`src/rtl/video_timing_ctrl_if.sv`:
```
// Line-fetch handshake between the timing sequencer (master) and the
// upstream line buffer (slave).
interface video_timing_ctrl_if;
    logic        line_req;
    logic [11:0] line_num;
    logic        line_ack;

    modport master (output line_req, output line_num, input line_ack);
    modport slave  (input line_req, input line_num, output line_ack);
endinterface

```
`src/rtl/video_timing_ctrl.sv`:
```
// Pixel-domain timing sequencer: sync/DE/coordinate generation with
// frame-aligned start/stop and per-line prefetch requests.
module video_timing_ctrl #(
    parameter int H_ACTIVE = 1280,
    parameter int H_FP     = 110,
    parameter int H_SYNC   = 40,
    parameter int H_BP     = 220,
    parameter int V_ACTIVE = 720,
    parameter int V_FP     = 5,
    parameter int V_SYNC   = 5,
    parameter int V_BP     = 20,
    parameter int SYNC_POL = 1,
    parameter int PREFETCH = 64
) (
    input  logic                       hdmi_clk,
    input  logic                       reset,
    input  logic                       enable_i,
    output logic                       hsync_o,
    output logic                       vsync_o,
    output logic                       de_o,
    output logic [11:0]                x_o,
    output logic [11:0]                y_o,
    output logic                       frame_start_o,
    output logic                       underflow_o,
    output logic                       running_o,
    video_timing_ctrl_if.master        line_if
);
    localparam int H_TOTAL = H_ACTIVE + H_FP + H_SYNC + H_BP;
    localparam int V_TOTAL = V_ACTIVE + V_FP + V_SYNC + V_BP;

    localparam logic [11:0] H_LAST = 12'(H_TOTAL - 1);
    localparam logic [11:0] V_LAST = 12'(V_TOTAL - 1);
    localparam logic [11:0] H_ACT  = 12'(H_ACTIVE);
    localparam logic [11:0] V_ACT  = 12'(V_ACTIVE);
    localparam logic [11:0] HS_BEG = 12'(H_ACTIVE + H_FP);
    localparam logic [11:0] HS_END = 12'(H_ACTIVE + H_FP + H_SYNC);
    localparam logic [11:0] VS_BEG = 12'(V_ACTIVE + V_FP);
    localparam logic [11:0] VS_END = 12'(V_ACTIVE + V_FP + V_SYNC);
    localparam logic [11:0] H_REQ  = 12'(H_TOTAL - PREFETCH);
    localparam logic SYNC_ON  = (SYNC_POL != 0);
    localparam logic SYNC_OFF = !SYNC_ON;

    typedef enum logic [1:0] {S_IDLE, S_PRIME, S_RUN, S_STOP} state_e;

    state_e      state_q, state_d;
    logic [11:0] h_q, h_d, v_q, v_d;
    logic [11:0] num_q, num_d;
    logic        req_q, req_d;
    logic        unf_q, unf_d;

    logic        h_wrap, ack_ok, active_d, new_req;
    logic [11:0] h_inc, v_inc, n_d;

    always_comb begin
        ack_ok  = req_q && line_if.line_ack;
        h_wrap  = (h_q == H_LAST);
        h_inc   = h_wrap ? 12'd0 : h_q + 12'd1;
        v_inc   = v_q;
        if (h_wrap) v_inc = (v_q == V_LAST) ? 12'd0 : v_q + 12'd1;

        state_d = state_q;
        h_d     = 12'd0;
        v_d     = 12'd0;
        case (state_q)
            S_IDLE:  if (enable_i) state_d = S_PRIME;
            S_PRIME: begin
                if (!enable_i)   state_d = S_IDLE;
                else if (ack_ok) state_d = S_RUN;
            end
            S_RUN: begin
                h_d = h_inc;
                v_d = v_inc;
                if (!enable_i) state_d = S_STOP;
            end
            S_STOP: begin
                // Ending on the last pixel leaves the counters at 0,0 for IDLE.
                h_d = h_inc;
                v_d = v_inc;
                if (enable_i)                      state_d = S_RUN;
                else if (h_wrap && v_q == V_LAST)  state_d = S_IDLE;
            end
            default: state_d = S_IDLE;
        endcase

        active_d = (state_d == S_RUN) || (state_d == S_STOP);
        n_d      = (v_d == V_LAST) ? 12'd0 : v_d + 12'd1;
        new_req  = active_d && (h_d == H_REQ) && (n_d < V_ACT) &&
                   !((state_d == S_STOP) && (n_d == 12'd0));

        req_d = req_q;
        num_d = num_q;
        unf_d = unf_q;
        if (ack_ok) begin
            req_d = 1'b0;
        end else if (req_q && h_wrap && (state_q == S_RUN || state_q == S_STOP)) begin
            req_d = 1'b0;
            unf_d = 1'b1;
        end
        if (state_q == S_IDLE && enable_i) begin
            req_d = 1'b1;
            num_d = 12'd0;
        end
        if (state_d == S_IDLE) req_d = 1'b0;
        // A fresh request overrides whatever was pending or being acked.
        if (new_req) begin
            req_d = 1'b1;
            num_d = n_d;
        end
    end

    always_ff @(posedge hdmi_clk) begin
        if (reset) begin
            state_q       <= S_IDLE;
            h_q           <= 12'd0;
            v_q           <= 12'd0;
            req_q         <= 1'b0;
            num_q         <= 12'd0;
            unf_q         <= 1'b0;
            x_o           <= 12'd0;
            y_o           <= 12'd0;
            de_o          <= 1'b0;
            hsync_o       <= SYNC_OFF;
            vsync_o       <= SYNC_OFF;
            frame_start_o <= 1'b0;
            running_o     <= 1'b0;
        end else begin
            state_q       <= state_d;
            h_q           <= h_d;
            v_q           <= v_d;
            req_q         <= req_d;
            num_q         <= num_d;
            unf_q         <= unf_d;
            x_o           <= h_d;
            y_o           <= v_d;
            de_o          <= active_d && (h_d < H_ACT) && (v_d < V_ACT);
            hsync_o       <= (active_d && h_d >= HS_BEG && h_d < HS_END) ? SYNC_ON : SYNC_OFF;
            vsync_o       <= (active_d && v_d >= VS_BEG && v_d < VS_END) ? SYNC_ON : SYNC_OFF;
            frame_start_o <= active_d && (h_d == 12'd0) && (v_d == 12'd0);
            running_o     <= (state_d != S_IDLE);
        end
    end

    assign line_if.line_req = req_q;
    assign line_if.line_num = num_q;
    assign underflow_o      = unf_q;
endmodule

```
`src/flat_wrapper.sv`:
```
// flat-port wrapper written by rule: the top's interface ports become plain ports
module video_timing_ctrl_flat 
#(
    parameter int H_ACTIVE = 1280,
    parameter int H_FP     = 110,
    parameter int H_SYNC   = 40,
    parameter int H_BP     = 220,
    parameter int V_ACTIVE = 720,
    parameter int V_FP     = 5,
    parameter int V_SYNC   = 5,
    parameter int V_BP     = 20,
    parameter int SYNC_POL = 1,
    parameter int PREFETCH = 64
)
  (hdmi_clk, reset, enable_i, hsync_o, vsync_o, de_o, x_o, y_o, frame_start_o, underflow_o, running_o, line_if_line_req, line_if_line_num, line_if_line_ack);
  video_timing_ctrl_if line_if_i ();
  input  logic hdmi_clk;
  input  logic reset;
  input  logic enable_i;
  output logic hsync_o;
  output logic vsync_o;
  output logic de_o;
  output logic [11:0] x_o;
  output logic [11:0] y_o;
  output logic frame_start_o;
  output logic underflow_o;
  output logic running_o;
  output wire logic [$bits(line_if_i.line_req)-1:0] line_if_line_req;
  output wire logic [$bits(line_if_i.line_num)-1:0] line_if_line_num;
  input wire logic [$bits(line_if_i.line_ack)-1:0] line_if_line_ack;
  assign line_if_line_req = line_if_i.line_req;
  assign line_if_line_num = line_if_i.line_num;
  assign line_if_i.line_ack = line_if_line_ack;
  video_timing_ctrl #(.H_ACTIVE(H_ACTIVE), .H_FP(H_FP), .H_SYNC(H_SYNC), .H_BP(H_BP), .V_ACTIVE(V_ACTIVE), .V_FP(V_FP), .V_SYNC(V_SYNC), .V_BP(V_BP), .SYNC_POL(SYNC_POL), .PREFETCH(PREFETCH)) u_core (.hdmi_clk(hdmi_clk), .reset(reset), .enable_i(enable_i), .hsync_o(hsync_o), .vsync_o(vsync_o), .de_o(de_o), .x_o(x_o), .y_o(y_o), .frame_start_o(frame_start_o), .underflow_o(underflow_o), .running_o(running_o), .line_if(line_if_i));
endmodule
```
`config.mk`:
```
export PLATFORM = sky130hd
export DESIGN_NAME = video_timing_ctrl_flat
export DESIGN_NICKNAME = d
export VERILOG_FILES = /design/src/rtl/video_timing_ctrl_if.sv /design/src/rtl/video_timing_ctrl.sv /design/src/flat_wrapper.sv
export SDC_FILE = /design/constraint.sdc
export NUM_CORES = 1
export LEC_CHECK = 0
export ABC_AREA = 1
export ABC_CLOCK_PERIOD_IN_PS = 3900
export BUFFER_PORTS_ARGS = -buffer_cell sky130_fd_sc_hd__buf_2
export CAP_MARGIN = 30
export CORE_MARGIN = 3
export CORE_UTILIZATION = 50
export DETAILED_ROUTE_END_ITERATION = 8
export PLACE_DENSITY = 0.71
export SLEW_MARGIN = 5
export SYNTH_ARGS = -nofsm -noshare
export SYNTH_HDL_FRONTEND = slang
export SYNTH_SLANG_ARGS = --single-unit
```
`constraint.sdc`:
```
create_clock -name hdmi_clk -period 3.9 [get_ports hdmi_clk]
set_input_delay 0.975 -clock hdmi_clk [delete_from_list [all_inputs] [get_ports hdmi_clk]]
set_output_delay 0.975 -clock hdmi_clk [all_outputs]
set_load 0.05 [all_outputs]
```
Word-level counts from Yosys, hierarchy flattened
Cells that the tools add are included.

word-level totals
  latch bits = 0
  output and inout port bits = 43
  input port bits = 4
  memory bits (writable) = 0
  bits in read-only memories = 0
  register bits = 45
  word-level logic and storage cells = 83
  memories = 0

cells by class
  shift-type cells = 0
  reductions and logical operators = 30
  muxes and demuxes = 22
  $lt $le $gt $ge = 7
  bitwise operators = 1
  equality and inequality tests = 9
  div/mod/pow operators = 0
  multiply operators = 0
  add/sub/neg operators = 3

operator list
  kind                                                                                    count
  12-bit 2-to-1 mux                                                                       8
  12-bit by 1-bit adder with 12-bit output (second input constant)                        3
  12-bit zero test                                                                        3
  12-bit by 10-bit less-than comparator with 1-bit output (second input constant)         3
  12-bit by 10-bit equality test with 1-bit output (second input constant)                2
  12-bit by 11-bit equality test with 1-bit output (second input constant)                2
  12-bit by 11-bit less-than comparator with 1-bit output (second input constant)         2
  1-bit logical AND                                                                       17
  12-bit by 10-bit greater-or-equal comparator with 1-bit output (second input constant)  1
  12-bit by 11-bit greater-or-equal comparator with 1-bit output (second input constant)  1
  2-bit 2-to-1 mux                                                                        6
  2-bit equality test (second input constant)                                             4
  2-bit case mux with 4 select lines                                                      1
  1-bit 2-to-1 mux                                                                        7
  5-bit nonzero test                                                                      1
  2-bit zero test                                                                         2
  2-bit nonzero test                                                                      2
  2-bit by 1-bit equality test with 1-bit output (second input constant)                  1
  1-bit logical OR                                                                        2
  2-bit AND reduction                                                                     1
  2-bit OR reduction                                                                      1
  1-bit zero test                                                                         1
  1-bit NOT                                                                               1

Logic depth before layout (Yosys ltp)
Gate-level depths: netlist of run 1.

  depth after elaboration = 11
  depth in mapped cells = 25
  mapped depth without buffers = 24

Worst setup path before layout of run 1
OpenSTA, ideal clock, no wires.

  path type = register to register
  start = register u_core.x_o[0] (netlist name)
  end = register u_core.num_q[3] (netlist: u_core.line_if.line_num[3])
  required time = 3.761 ns
  buffers on the path = 1
  data arrival time = 3.037 ns
  library setup time = 0.139 ns
  clock period less this slack = 3.176 ns
  cell stages (with the launch flop) = 23
  setup slack = 0.724 ns
  cell sequence = dfxtp_1 > ha_1 > nand2_1 > nor2_1 > nand3_2 > nand2_4 > nor2_1 > nor2_1 > ha_1 > inv_1 > nor2_1 > nand3_2 > nor2_4 > nand2_4 > nand2_2 > nand2_1 > nand2_1 > nand2_2 > nand2_4 > nand3_2 > buf_6 > nand3_2 > a21oi_2

RTL lines
  what                  RTL line                  text
  end signal, assigned  video_timing_ctrl.sv:131  num_q <= num_d;
  end, declared         video_timing_ctrl.sv:47   logic [11:0] num_q, num_d;

==> summary.txt, run 1 <==
Timing
  – Setup Skew: 12.86 ps
  – Fmax: 291.8 MHz
  – RSZ-0062 raised after global routing: no
  – Final hold vios: 0
  – Period utilisation layout: 87.88%
  – Slew margin rel.: between 50% and 60%
  – Setup-failing EPs final: 0
  – Setup tns final: 0 ps
  – Post-layout min period: around 3400 ps
  – Worst-Margin Slew: 685.5 ps
  – Max-slew violations: 0

Clock tree
  – CTS max path bufs: 2
  – Clock transition at path regs: 90 ps
  – Hold_buf cts: 0
  – Clock sinks: 45
  – Post-CTS setup buffers: 0
  – Resized cells post-CTS: 0
  – Root buffer cell: clkbuf_8
  – CTS Buf Count: 5
  – Htree depth: 2
  – CTS tree: done
  – Worst skew pair latency: 310 ps

Final layout
  – Commonest non-fill, non-tap cell in the layout: nand2_1
  – Fill cells: 715
  – Final Net Count: 595
  – Layout cells sized above 1: roughly 27%
  – Commonest non-fill, non-tap cells in the layout: nand2_1, nor2_1, inv_1
  – Final instance area: roughly 0.0040 mm2
  – Final Util: 57.89%
  – Syn-to-layout area delta: 11.85%
  – Ant. Diodes: 0
  – Final non-filler cell total: between 600 and 700

Routing
  – Routed WL: 9502 um
  – Vias per cell: around 5.3
  – Post-route ant nets: 0
  – Wire length per cell: ~14 um
  – Via count: 3622
  – Residual DRC: 0
  – Initial DRC Count: 259
  – Pre-antenna DRT Iters: 5

Setup path
  – Terminus of the critical flop-to-flop path: u_core.line_if.line_req
  – Worst EP arrival: approximately 3700 ps
  – Crit-path cells: ha_1, nand2_1, nor2_1, nand3_2, nand2_4, nor2_1, nor2_1, ha_1, inv_1, nor2_1, nand3_2, nor2_4, nand2_4, nand2_2, nand2_1, nand2_1, nand2_2, nand2_4, nand3_2, nand2_1, a21o_1
  – Crit-path max FO: 11
  – CP Launch Type: register
  – Crit path largest cell delay: about 420 ps
  – Slowest CP cell: dfxtp_1
  – Crit Path Class: reg2reg
  – WP data required: 4160 ps
  – Crit path capture type: register
  – Reg2Reg Depth: 21
  – Reg2Reg Setup Slack: 470 ps
  – R2R Path Start: u_core.x_o[0]

Synth
  – Synth cell types: 37
  – Share of the synthesized area in the top cell type: 25.48%
  – Cell Area, Synth: 0.003536 mm2
  – Seq/Total Area, Yosys: 25.48%
  – Synthesized area per cell: ~6.6 um2
  – Synth area leader: dfxtp_1
  – Dominant cells by area after synthesis: dfxtp_1, nand2_1, nor2_1, inv_1, nand3_2
  – Mapped Cells: 536
  – Syn Nets: 548
  – Seq cells post-synth: 45
  – Synth warn: 0

Place
  – # port buffers: 46
  – RePlAce Congestion: approximately 0.92
  – Post-detail-place hpwl: 7538 um
  – Placed Instances: 672
  – Post-placement cell area: 0.003856 mm2

Hold path
  – Hold worst-path end: u_core.line_if.line_num[10]
  – Hold Path Class: reg2reg
  – Hold path start: u_core.line_if.line_num[10]
  – Hold depth: 2

Floorplan
  – Rows: 30
  – Initial Utilization: 51.76%
  – # IOs: 47
  – Die Width: 90.10 um
  – Die Ht: 90.10 um
  – Core area: between 0.006 and 0.007 mm2
  – Die area: roughly 0.0081 mm2

Job
  – Maxcap violations: 0

GRT
  – Vias in the first global route: 3400
  – First-pass GRT wire length: 15790 um
  – Global Route Usage Sum: 23.28%
  – GR Overflow Total: 0
  – Pin count of the biggest net entering global routing: 23
  – Initial antenna violation count: 0

Power and ir drop
  – Pleak: 1.827 nW
  – VDD IR max: 0.0001704 V
  – Power per Cell Area: 208.9 mW/mm2

Outcome
  – Status: complete, no violations
-- Yosys cell counts --
master	number
nand3_4	2
nor4_1	7
nand2_2	18
and2_1	1
a21oi_1	4
nor2_4	8
inv_2	7
clkinv_4	1
nor3_4	1
clkinv_2	1
inv_1	72
buf_4	2
ha_1	8
nand4_1	26
a21oi_2	10
xor2_1	7
o21ai_2	2
dfxtp_1	45
nand3_2	27
nand3b_1	1
a31oi_1	1
and2_2	1
a21o_1	2
clkbuf_1	5
nand3_1	35
o31ai_1	1
a21oi_4	1
nor2_1	85
o21ai_1	2
nand2_1	115
nor3_1	8
nand2_4	5
nor3_2	5
buf_6	1
o21ai_0	6
xnor2_1	1
nor2_2	12
-- worst max-delay path by stage --
stage / start / end / depth (start not counted)
final: u_core.x_o[0] / u_core.line_if.line_req / 21
after global routing: u_core.x_o[0] / u_core.line_if.line_req / 21
after CTS: u_core.x_o[0] / u_core.line_if.line_req / 21
after detailed placement: u_core.x_o[0] / u_core.line_if.line_req / 21
after global placement: u_core.x_o[0] / u_core.line_if.line_req / 20
after floorplan: u_core.x_o[0] / u_core.line_if.line_num[3] / 22
-- sequential cells by signal, summed over array words and instances, names as in the netlist --
register and cells:
u_core.state_q 2, u_core.running_o 1, u_core.x_o 12, u_core.vsync_o 1, u_core.de_o 1, u_core.line_if.line_num 12
u_core.y_o 12, u_core.line_if.line_req 1, u_core.frame_start_o 1, u_core.underflow_o 1, u_core.hsync_o 1
-- layout make-up --
type / count / area (um2) / area share [%]
Tap cell: 96 / 120.1 / 3.037
Multi-Input combinational cell: 402 / 2280 / 57.64
Inverter: 81 / 310.3 / 7.846
Clock inverter: 2 / 16.27 / 0.4113
Timing Repair Buffer: 48 / 245.2 / 6.201
Clock buffer: 6 / 82.58 / 2.088
Sequential cell: 45 / 900.9 / 22.78
-- through the flow --
stage | hold WS [ps] | setup WS [ps] | power, mW
6_report | 455.1 | 472.5 | 0.8264
5_1_grt | 478.8 | 116.0 | 0.8547
4_1_cts | 455.3 | 460.1 | 0.8300
3_5_place_dp | 439.9 | 500.9 | 0.5140
3_3_place_gp | 431.7 | 642.8 | 0.5133
2_1_floorplan | 586.2 | 724.2 | 0.5050
-- worst max-delay path, delay by kind of cell, from the launching register on --
kind,cells,cell delay [ps]
flops,1,420
compound gates,1,140
fa+ha+maj,2,460
simple gates,17,2300
buf+inv,1,50
-- kinds of logic after synthesis --
family          Yosys count  share of synthesized area (%)
buf+inv                  89                          10.05
flops                    45                          25.48
compound gates           29                          5.945
xor+xnor                  8                          1.982
simple gates            357                          53.72
fa+ha+maj                 8                          2.831
-- where the power goes --
part / total, mW / switching (mW) / internal, mW
clock network: 0.323 / 0.177 / 0.146
registers: 0.465 / 0.00226 / 0.462
logic: 0.0387 / 0.0308 / 0.00790
total: 0.826 / 0.210 / 0.616
-- per-layer routing --
metal	track usage (%)	vias to the layer above	part of all wire, %
met5	0	-	0
met4	7.015	0	2.1
met3	4.351	19	6.9
met2	38.77	147	46
met1	30.54	1646	45
li1	-	1810	-
No activity file was read; power rests on OpenSTA's default activity.
==> inputs of run 2 (changes only) <==
--- a/config.mk
+++ b/config.mk
@@ -9,6 +9,7 @@
 export ABC_CLOCK_PERIOD_IN_PS = 3900
 export BUFFER_PORTS_ARGS = -buffer_cell sky130_fd_sc_hd__buf_2
 export CAP_MARGIN = 30
+export CORE_ASPECT_RATIO = 2
 export CORE_MARGIN = 3
 export CORE_UTILIZATION = 50
 export DETAILED_ROUTE_END_ITERATION = 8
==> run 2 against run 1 <==
Effect of this change: final cell count decreased by 1.2%; clock power grew 42%; hold slack got worse by 6.5 ps; register-to-register slack better by 30 ps; critical path type unchanged; largest cell class unchanged.
==> summary.txt, run 2 (synthesis results as in run 1) <==
Floorplan
  – # IOs: 47 (unchanged)
  – Core area: 0.006726 mm2 (was 0.006832 mm2)
  – Die Width: 65.47 um (was 90.10 um)
  – Initial Utilization: 52.57% (was 51.76%)
  – Die area: 0.008178 mm2 (was 0.008117 mm2)
  – Die Ht: 124.9 um (was 90.10 um)
  – Rows: 42 (was 30)

Place
  – Post-detail-place hpwl: 8253 um (was 7538 um)
  – DP Worst Slack: 495.8 ps (was 500.9 ps)
  – # port buffers: 46 (unchanged)
  – RePlAce Congestion: 0.9350 (was 0.9169)

Clock tree
  – CTS Buf Count: 5 (unchanged)
  – Resized cells post-CTS: 0 (unchanged)
  – Clock transition at path regs: 70 ps (was 90 ps)
  – CTS max path bufs: 2 (unchanged)
  – Clock sinks: 45 (unchanged)
  – Hold_buf cts: 0 (unchanged)
  – CTS tree: done (unchanged)
  – Root buffer cell: clkbuf_16 (was clkbuf_8)
  – Htree depth: 2 (unchanged)
  – Worst skew pair latency: 300 ps (was 310 ps)
  – Post-CTS setup buffers: 0 (unchanged)

Routing
  – Vias per cell: 5.436 (was 5.326)
  – Routed WL: 10300 um (was 9502 um)
  – Post-route ant nets: 0 (unchanged)
  – Residual DRC: 0 (unchanged)
  – Wire length per cell: 15.33 um (was 13.97 um)
  – Pre-antenna DRT Iters: 5 (unchanged)
  – Via count: 3653 (was 3622)
  – Initial DRC Count: 278 (was 259)

Timing
  – Setup-failing EPs final: 0 (unchanged)
  – Worst-Margin Slew: 653.2 ps (was 685.5 ps)
  – Setup tns final: 0 ps (unchanged)
  – Slew margin rel.: 56.33% (was 54.17%)
  – Fmax: 294.5 MHz (was 291.8 MHz)
  – Final hold vios: 0 (unchanged)
  – Max-slew violations: 0 (unchanged)
  – Period utilisation layout: 87.07% (was 87.88%)
  – Setup slack after layout: 504.1 ps (was 472.5 ps)
  – Post-layout min period: 3396 ps (was 3428 ps)
  – RSZ-0062 raised after global routing: no (unchanged)
  – Setup Skew: 2.626 ps (was 12.86 ps)

GRT
  – Initial antenna violation count: 0 (unchanged)
  – Met3 GRT Util: 3.339% (was 4.351%)
  – Vias in the first global route: 3642 (was 3400)
  – Global Route Usage Sum: 26.48% (was 23.28%)
  – GR Overflow Total: 0 (unchanged)
  – M2 GR Usage: 50.03% (was 38.77%)
  – GR Util met1: 25.26% (was 30.54%)
  – Grt peak-use layer: met2 (unchanged)
  – First-pass GRT wire length: 16980 um (was 15790 um)
  – Pin count of the biggest net entering global routing: 23 (unchanged)

Power and ir drop
  – Power per Cell Area: 240.8 mW/mm2 (was 208.9 mW/mm2)
  – Final Power: 0.9631 mW (was 0.8264 mW)
  – VDD IR max: 0.0002597 V (was 0.0001704 V)
  – Pleak: 1.856 nW (was 1.827 nW)

Setup path
  – CP Launch Type: register (unchanged)
  – WP data required: 4150 ps (was 4160 ps)
  – Crit-path cells: ha_1, nand2_1, nor2_1, nand3_2, nand2_4, nor2_1, nor2_1, ha_1, inv_1, nor2_1, nand3_2, nor2_4, nand2_4, nand2_2, nand2_1, nand2_1, nand2_2, nand2_4, nand3_2, nand2_1, a21o_1 (unchanged)
  – Slowest CP cell: dfxtp_1 (unchanged)
  – Worst EP arrival: 3640 ps (was 3690 ps)
  – Crit Path Class: reg2reg (unchanged)
  – Crit-path max FO: 11 (unchanged)
  – Crit path largest cell delay: 410 ps (was 420 ps)
  – Crit path capture type: register (unchanged)

Job
  – Maxcap violations: 0 (unchanged)

Final layout
  – Fill cells: 675 (was 715)
  – Commonest non-fill, non-tap cells in the layout: nand2_1, nor2_1, inv_1 (unchanged)
  – Commonest non-fill, non-tap cell in the layout: nand2_1 (unchanged)
  – Final Net Count: 595 (unchanged)
  – Ant. Diodes: 0 (unchanged)
  – Layout cells sized above 1: 26.88% (unchanged)
  – Syn-to-layout area delta: 13.13% (was 11.85%)

Outcome
  – Status: complete, no violations (unchanged)

Hold path
  – Hold Path Class: reg2reg (unchanged)
==> run 2: changes by cell type in the layout (fill, tap and decap cells not counted) <==
| cell | previous run | this run |
|---|---|---|
| inv_8 | 0 | 1 |
| clkbuf_8 | 6 | 0 |
| inv_6 | 1 | 2 |
| clkinvlp_4 | 1 | 0 |
| clkbuf_16 | 0 | 5 |
==> run 2: routing by layer <==
metal	wire length [um]	part of all wire, %	vias to the layer above
met2	5646	55	128
met4	673	6.5	0
met5	0	0	-
met1	3570	35	1665
met3	410	4.0	47
li1	-	-	1813
==> run 2: through the flow <==
step | std cells | instance area [um2] | hold WS (ps) | utilization (%)
after floorplan | 536 | 3536 | 586.2 | -
after global routing | 672 | 4000 | 471.7 | 59.47
after CTS | 672 | 4000 | 450.3 | 59.47
after detailed placement | 664 | 3846 | 439.2 | 57.18
final | 672 | 4000 | 448.7 | 59.47
after global placement | 664 | 3846 | 439.3 | 57.18
==> run 2: final timing paths <==
kind	slack [ps]	startpoint	cells after the start	endpoint
setup / recovery	500	u_core.x_o[0]	21	u_core.line_if.line_req
setup reg to reg	500	u_core.x_o[0]	21	u_core.line_if.line_req
hold / removal	450	u_core.line_if.line_num[10]	2	u_core.line_if.line_num[10]
hold reg to reg	450	u_core.line_if.line_num[10]	2	u_core.line_if.line_num[10]
==> run 2: area by class of cell <==
cell class                      count  area [um2]  area share [%]
Clock buffer                        5       125.1           3.128
Clock inverter                      3       28.78          0.7194
Inverter                           81       310.3           7.757
Multi-Input combinational cell    402        2280           56.99
Sequential cell                    45       900.9           22.52
Tap cell                           88       110.1           2.753
Timing Repair Buffer               48       245.2           6.131
==> run 2: worst max-delay path, delay by kind of cell (launching register included) <==
| family | cells | cell delay (ps) |
|---|---|---|
| simple gates | 17 | 2300 |
| compound gates | 1 | 130 |
| flops | 1 | 410 |
| buf+inv | 1 | 50 |
| fa+ha+maj | 2 | 440 |
==> run 2: power breakdown <==
part           internal, mW  switching (mW)  total, mW  leakage (nW)
clock                 0.247           0.213      0.460        0.0767
sequential            0.462         0.00203      0.464         0.363
combinational       0.00789          0.0308     0.0387          1.42
==> inputs of run 3 (changes only) <==
--- a/config.mk
+++ b/config.mk
@@ -11,9 +11,9 @@
 export CAP_MARGIN = 30
 export CORE_ASPECT_RATIO = 2
 export CORE_MARGIN = 3
-export CORE_UTILIZATION = 50
+export CORE_UTILIZATION = 59
 export DETAILED_ROUTE_END_ITERATION = 8
-export PLACE_DENSITY = 0.71
+export PLACE_DENSITY = 0.81
 export SLEW_MARGIN = 5
 export SYNTH_ARGS = -nofsm -noshare
 export SYNTH_HDL_FRONTEND = slang
==> run 3 against run 2 <==
Effect of this change: combinational power rose by 1%; highest routed layer unchanged; cell area fell by 0.72%; clock skew rose by 3.8 ps; critical endpoint unchanged; clock-buffer cell count did not move.
==> summary.txt, run 3 (synthesis results as in run 1) <==
Final layout
  – Fill cells: 525 (was 675)
  – Final non-filler cell total: 646 (was 672)
  – Ant. Diodes: 0 (unchanged)
  – Register Area: 900.9 um2 (unchanged)
  – Layout cells sized above 1: 27.01% (was 26.88%)
  – Syn-to-layout area delta: 12.31% (was 13.13%)
  – Commonest non-fill, non-tap cell in the layout: nand2_1 (unchanged)
  – Area occupied by multi-input gates: 0.002280 mm2 (unchanged)
  – Final Net Count: 596 (was 595)
  – Commonest non-fill, non-tap cells in the layout: nand2_1, nor2_1, inv_1 (unchanged)

Clock tree
  – CTS Buf Count: 5 (unchanged)
  – Clock sinks: 45 (unchanged)
  – Htree depth: 2 (unchanged)
  – Clock transition at path regs: 70 ps (about the same)
  – Post-CTS setup buffers: 0 (unchanged)
  – Worst skew pair latency: 290 ps (was 300 ps)
  – Resized cells post-CTS: 0 (unchanged)
  – CTS tree: done (unchanged)
  – Root buffer cell: clkbuf_16 (unchanged)
  – Hold_buf cts: 0 (unchanged)
  – CTS max path bufs: 2 (unchanged)

Routing
  – Residual DRC: 0 (unchanged)
  – Metal2 WL: 5467 um (was 5646 um)
  – Post-route ant nets: 0 (unchanged)
  – Met1 wire length: 3537 um (was 3570 um)
  – Routed WL: 10210 um (was 10300 um)
  – Initial DRC Count: 322 (was 278)
  – Via count: 3693 (was 3653)
  – Wire length per cell: 15.80 um (was 15.33 um)
  – Top Layer Used: met4 (unchanged)
  – Pre-antenna DRT Iters: 4 (was 5)
  – Met3 wire len: 435 um (was 410 um)
  – Vias per cell: 5.717 (was 5.436)

Floorplan
  – # IOs: 47 (unchanged)
  – Die Ht: 115.5 um (was 124.9 um)
  – Die Width: 60.74 um (was 65.47 um)
  – Initial Utilization: 61.41% (was 52.57%)
  – Die area: 0.007014 mm2 (was 0.008178 mm2)
  – Core area: 0.005758 mm2 (was 0.006726 mm2)
  – Rows: 39 (was 42)

Timing
  – Final hold vios: 0 (unchanged)
  – Fmax: 281.3 MHz (was 294.5 MHz)
  – Worst-Margin Slew: 653.7 ps (was 653.2 ps)
  – Max-slew violations: 0 (unchanged)
  – Setup-failing EPs final: 0 (unchanged)
  – Setup tns final: 0 ps (unchanged)
  – Setup Skew: 6.426 ps (was 2.626 ps)
  – Period utilisation layout: 91.15% (was 87.07%)
  – RSZ-0062 raised after global routing: no (unchanged)
  – Post-layout min period: 3555 ps (was 3396 ps)
  – Setup slack after layout: 345.0 ps (was 504.1 ps)
  – Slew margin rel.: 56.30% (was 56.33%)

Setup path
  – Crit path largest cell delay: 470 ps (was 410 ps)
  – Terminus of the critical flop-to-flop path: u_core.line_if.line_req (unchanged)
  – CP most frequent cell: nand2_1
  – Crit path depth: 18 (was 21)
  – Worst EP arrival: 3800 ps (was 3640 ps)
  – Reg2Reg Setup Slack: 350 ps (was 500 ps)
  – Crit Path Class: reg2reg (unchanged)
  – Worst path buffer plus inverter count: 2 (was 1)
  – Crit-path cells: ha_1, inv_1, nor2_2, nand2_1, nand2_1, nand2_1, nand2_2, nand2_2, nor2_2, inv_1, nor3_1, nand4_1, nand2_1, nand2_1, nor2_1, nand3_2, nand2_1, a21o_1 (was ha_1, nand2_1, nor2_1, nand3_2, nand2_4, nor2_1, nor2_1, ha_1, inv_1, nor2_1, nand3_2, nor2_4, nand2_4, nand2_2, nand2_1, nand2_1, nand2_2, nand2_4, nand3_2, nand2_1, a21o_1)
  – CP Launch Type: register (unchanged)
  – Slowest CP cell: dfxtp_1 (unchanged)
  – Crit-path max FO: 11 (unchanged)
  – Reg2Reg Depth: 18 (was 21)
  – Crit path capture type: register (unchanged)
  – WP data required: 4140 ps (was 4150 ps)
  – Cell family with most CP delay: simple AND/OR/NAND/NOR gates (unchanged)
  – R2R Path Start: u_core.y_o[0] (was u_core.x_o[0])

Job
  – Maxcap violations: 0 (unchanged)

Hold path
  – Hold Path Class: reg2reg (unchanged)
  – Hold worst-path end: u_core.line_if.line_num[10] (unchanged)
  – Hold path start: u_core.line_if.line_num[10] (unchanged)
  – Hold depth: 2 (unchanged)

GRT
  – Global Route Usage Sum: 31.08% (was 26.48%)
  – Pin count of the biggest net entering global routing: 23 (unchanged)
  – Initial antenna violation count: 0 (unchanged)
  – Vias in the first global route: 3666 (was 3642)
  – First-pass GRT wire length: 16540 um (was 16980 um)
  – GR Overflow Total: 0 (unchanged)

Place
  – Post-detail-place hpwl: 8044 um (was 8253 um)
  – # port buffers: 46 (unchanged)
  – RePlAce Congestion: 0.9728 (was 0.9350)
  – DP Worst Slack: 495.8 ps (about the same)
  – Placed Instances: 638 (was 664)

Power and ir drop
  – Pleak: 1.860 nW (was 1.856 nW)
  – Final Power: 0.9490 mW (was 0.9631 mW)
  – VDD IR max: 0.0002635 V (was 0.0002597 V)
  – Power per Cell Area: 239.0 mW/mm2 (was 240.8 mW/mm2)

Outcome
  – Status: complete, no violations (unchanged)
==> run 3: cell types whose count changed in the layout (fill, tap and decap cells not counted) <==
| cell | previous run | this run |
|---|---|---|
| inv_8 | 1 | 0 |
| inv_6 | 2 | 3 |
| buf_4 | 2 | 3 |
==> run 3: cell type report <==
type | instances | share of cell area (%)
multi-input combinational | 402 | 57.40
clock buffer | 5 | 3.151
clock inverter | 3 | 0.6616
tap | 61 | 1.922
sequential | 45 | 22.68
timing repair buffer | 49 | 6.364
inverter | 81 | 7.813
==> run 3: report_power, final <==
part           switching (mW)  internal (mW)  leakage, nW  total, mW
clock network           0.200          0.245       0.0752      0.445
logic                  0.0313        0.00790         1.42     0.0392
registers             0.00222          0.462        0.363      0.465
total                   0.234          0.715         1.86      0.949
==> run 3: metrics by stage <==
stage               util [%]  instance area, um2  hold slack (ps)
CTS                    68.97                3971            442.4
global placement       66.34                3820            438.7
global route           68.97                3971            463.2
detailed placement     66.34                3820            431.3
floorplan                  -                3536            586.2
finish                 68.97                3971            441.5
==> run 3: worst register-to-register path, stage by stage, from the launching register on <==
cell and delay [ps]:
dfxtp_1 470, ha_1 360, inv_1 120, nor2_2 190, nand2_1 90, nand2_1 70
nand2_1 60, nand2_2 70, nand2_2 60, nor2_2 160, inv_1 130, nor3_1 350
nand4_1 330, nand2_1 130, nand2_1 60, nor2_1 180, nand3_2 320, nand2_1 220
a21o_1 140
==> run 3: worst max path at each step <==
stage	startpoint	end	slack [ps]
after floorplan	u_core.x_o[0]	u_core.line_if.line_num[3]	720
after CTS	u_core.y_o[0]	u_core.line_if.line_req	460
after global placement	u_core.y_o[0]	u_core.line_if.line_req	590
after global routing	u_core.x_o[0]	u_core.line_if.line_req	160
after detailed placement	u_core.y_o[0]	u_core.line_if.line_req	500
final	u_core.y_o[0]	u_core.line_if.line_req	350
==> run 3: layer usage <==
metal  vias up  GRT usage [%]
li1       1814              -
met1      1683          31.06
met2       139          55.33
met3        57          3.902
met4         0          23.01
met5         -              0
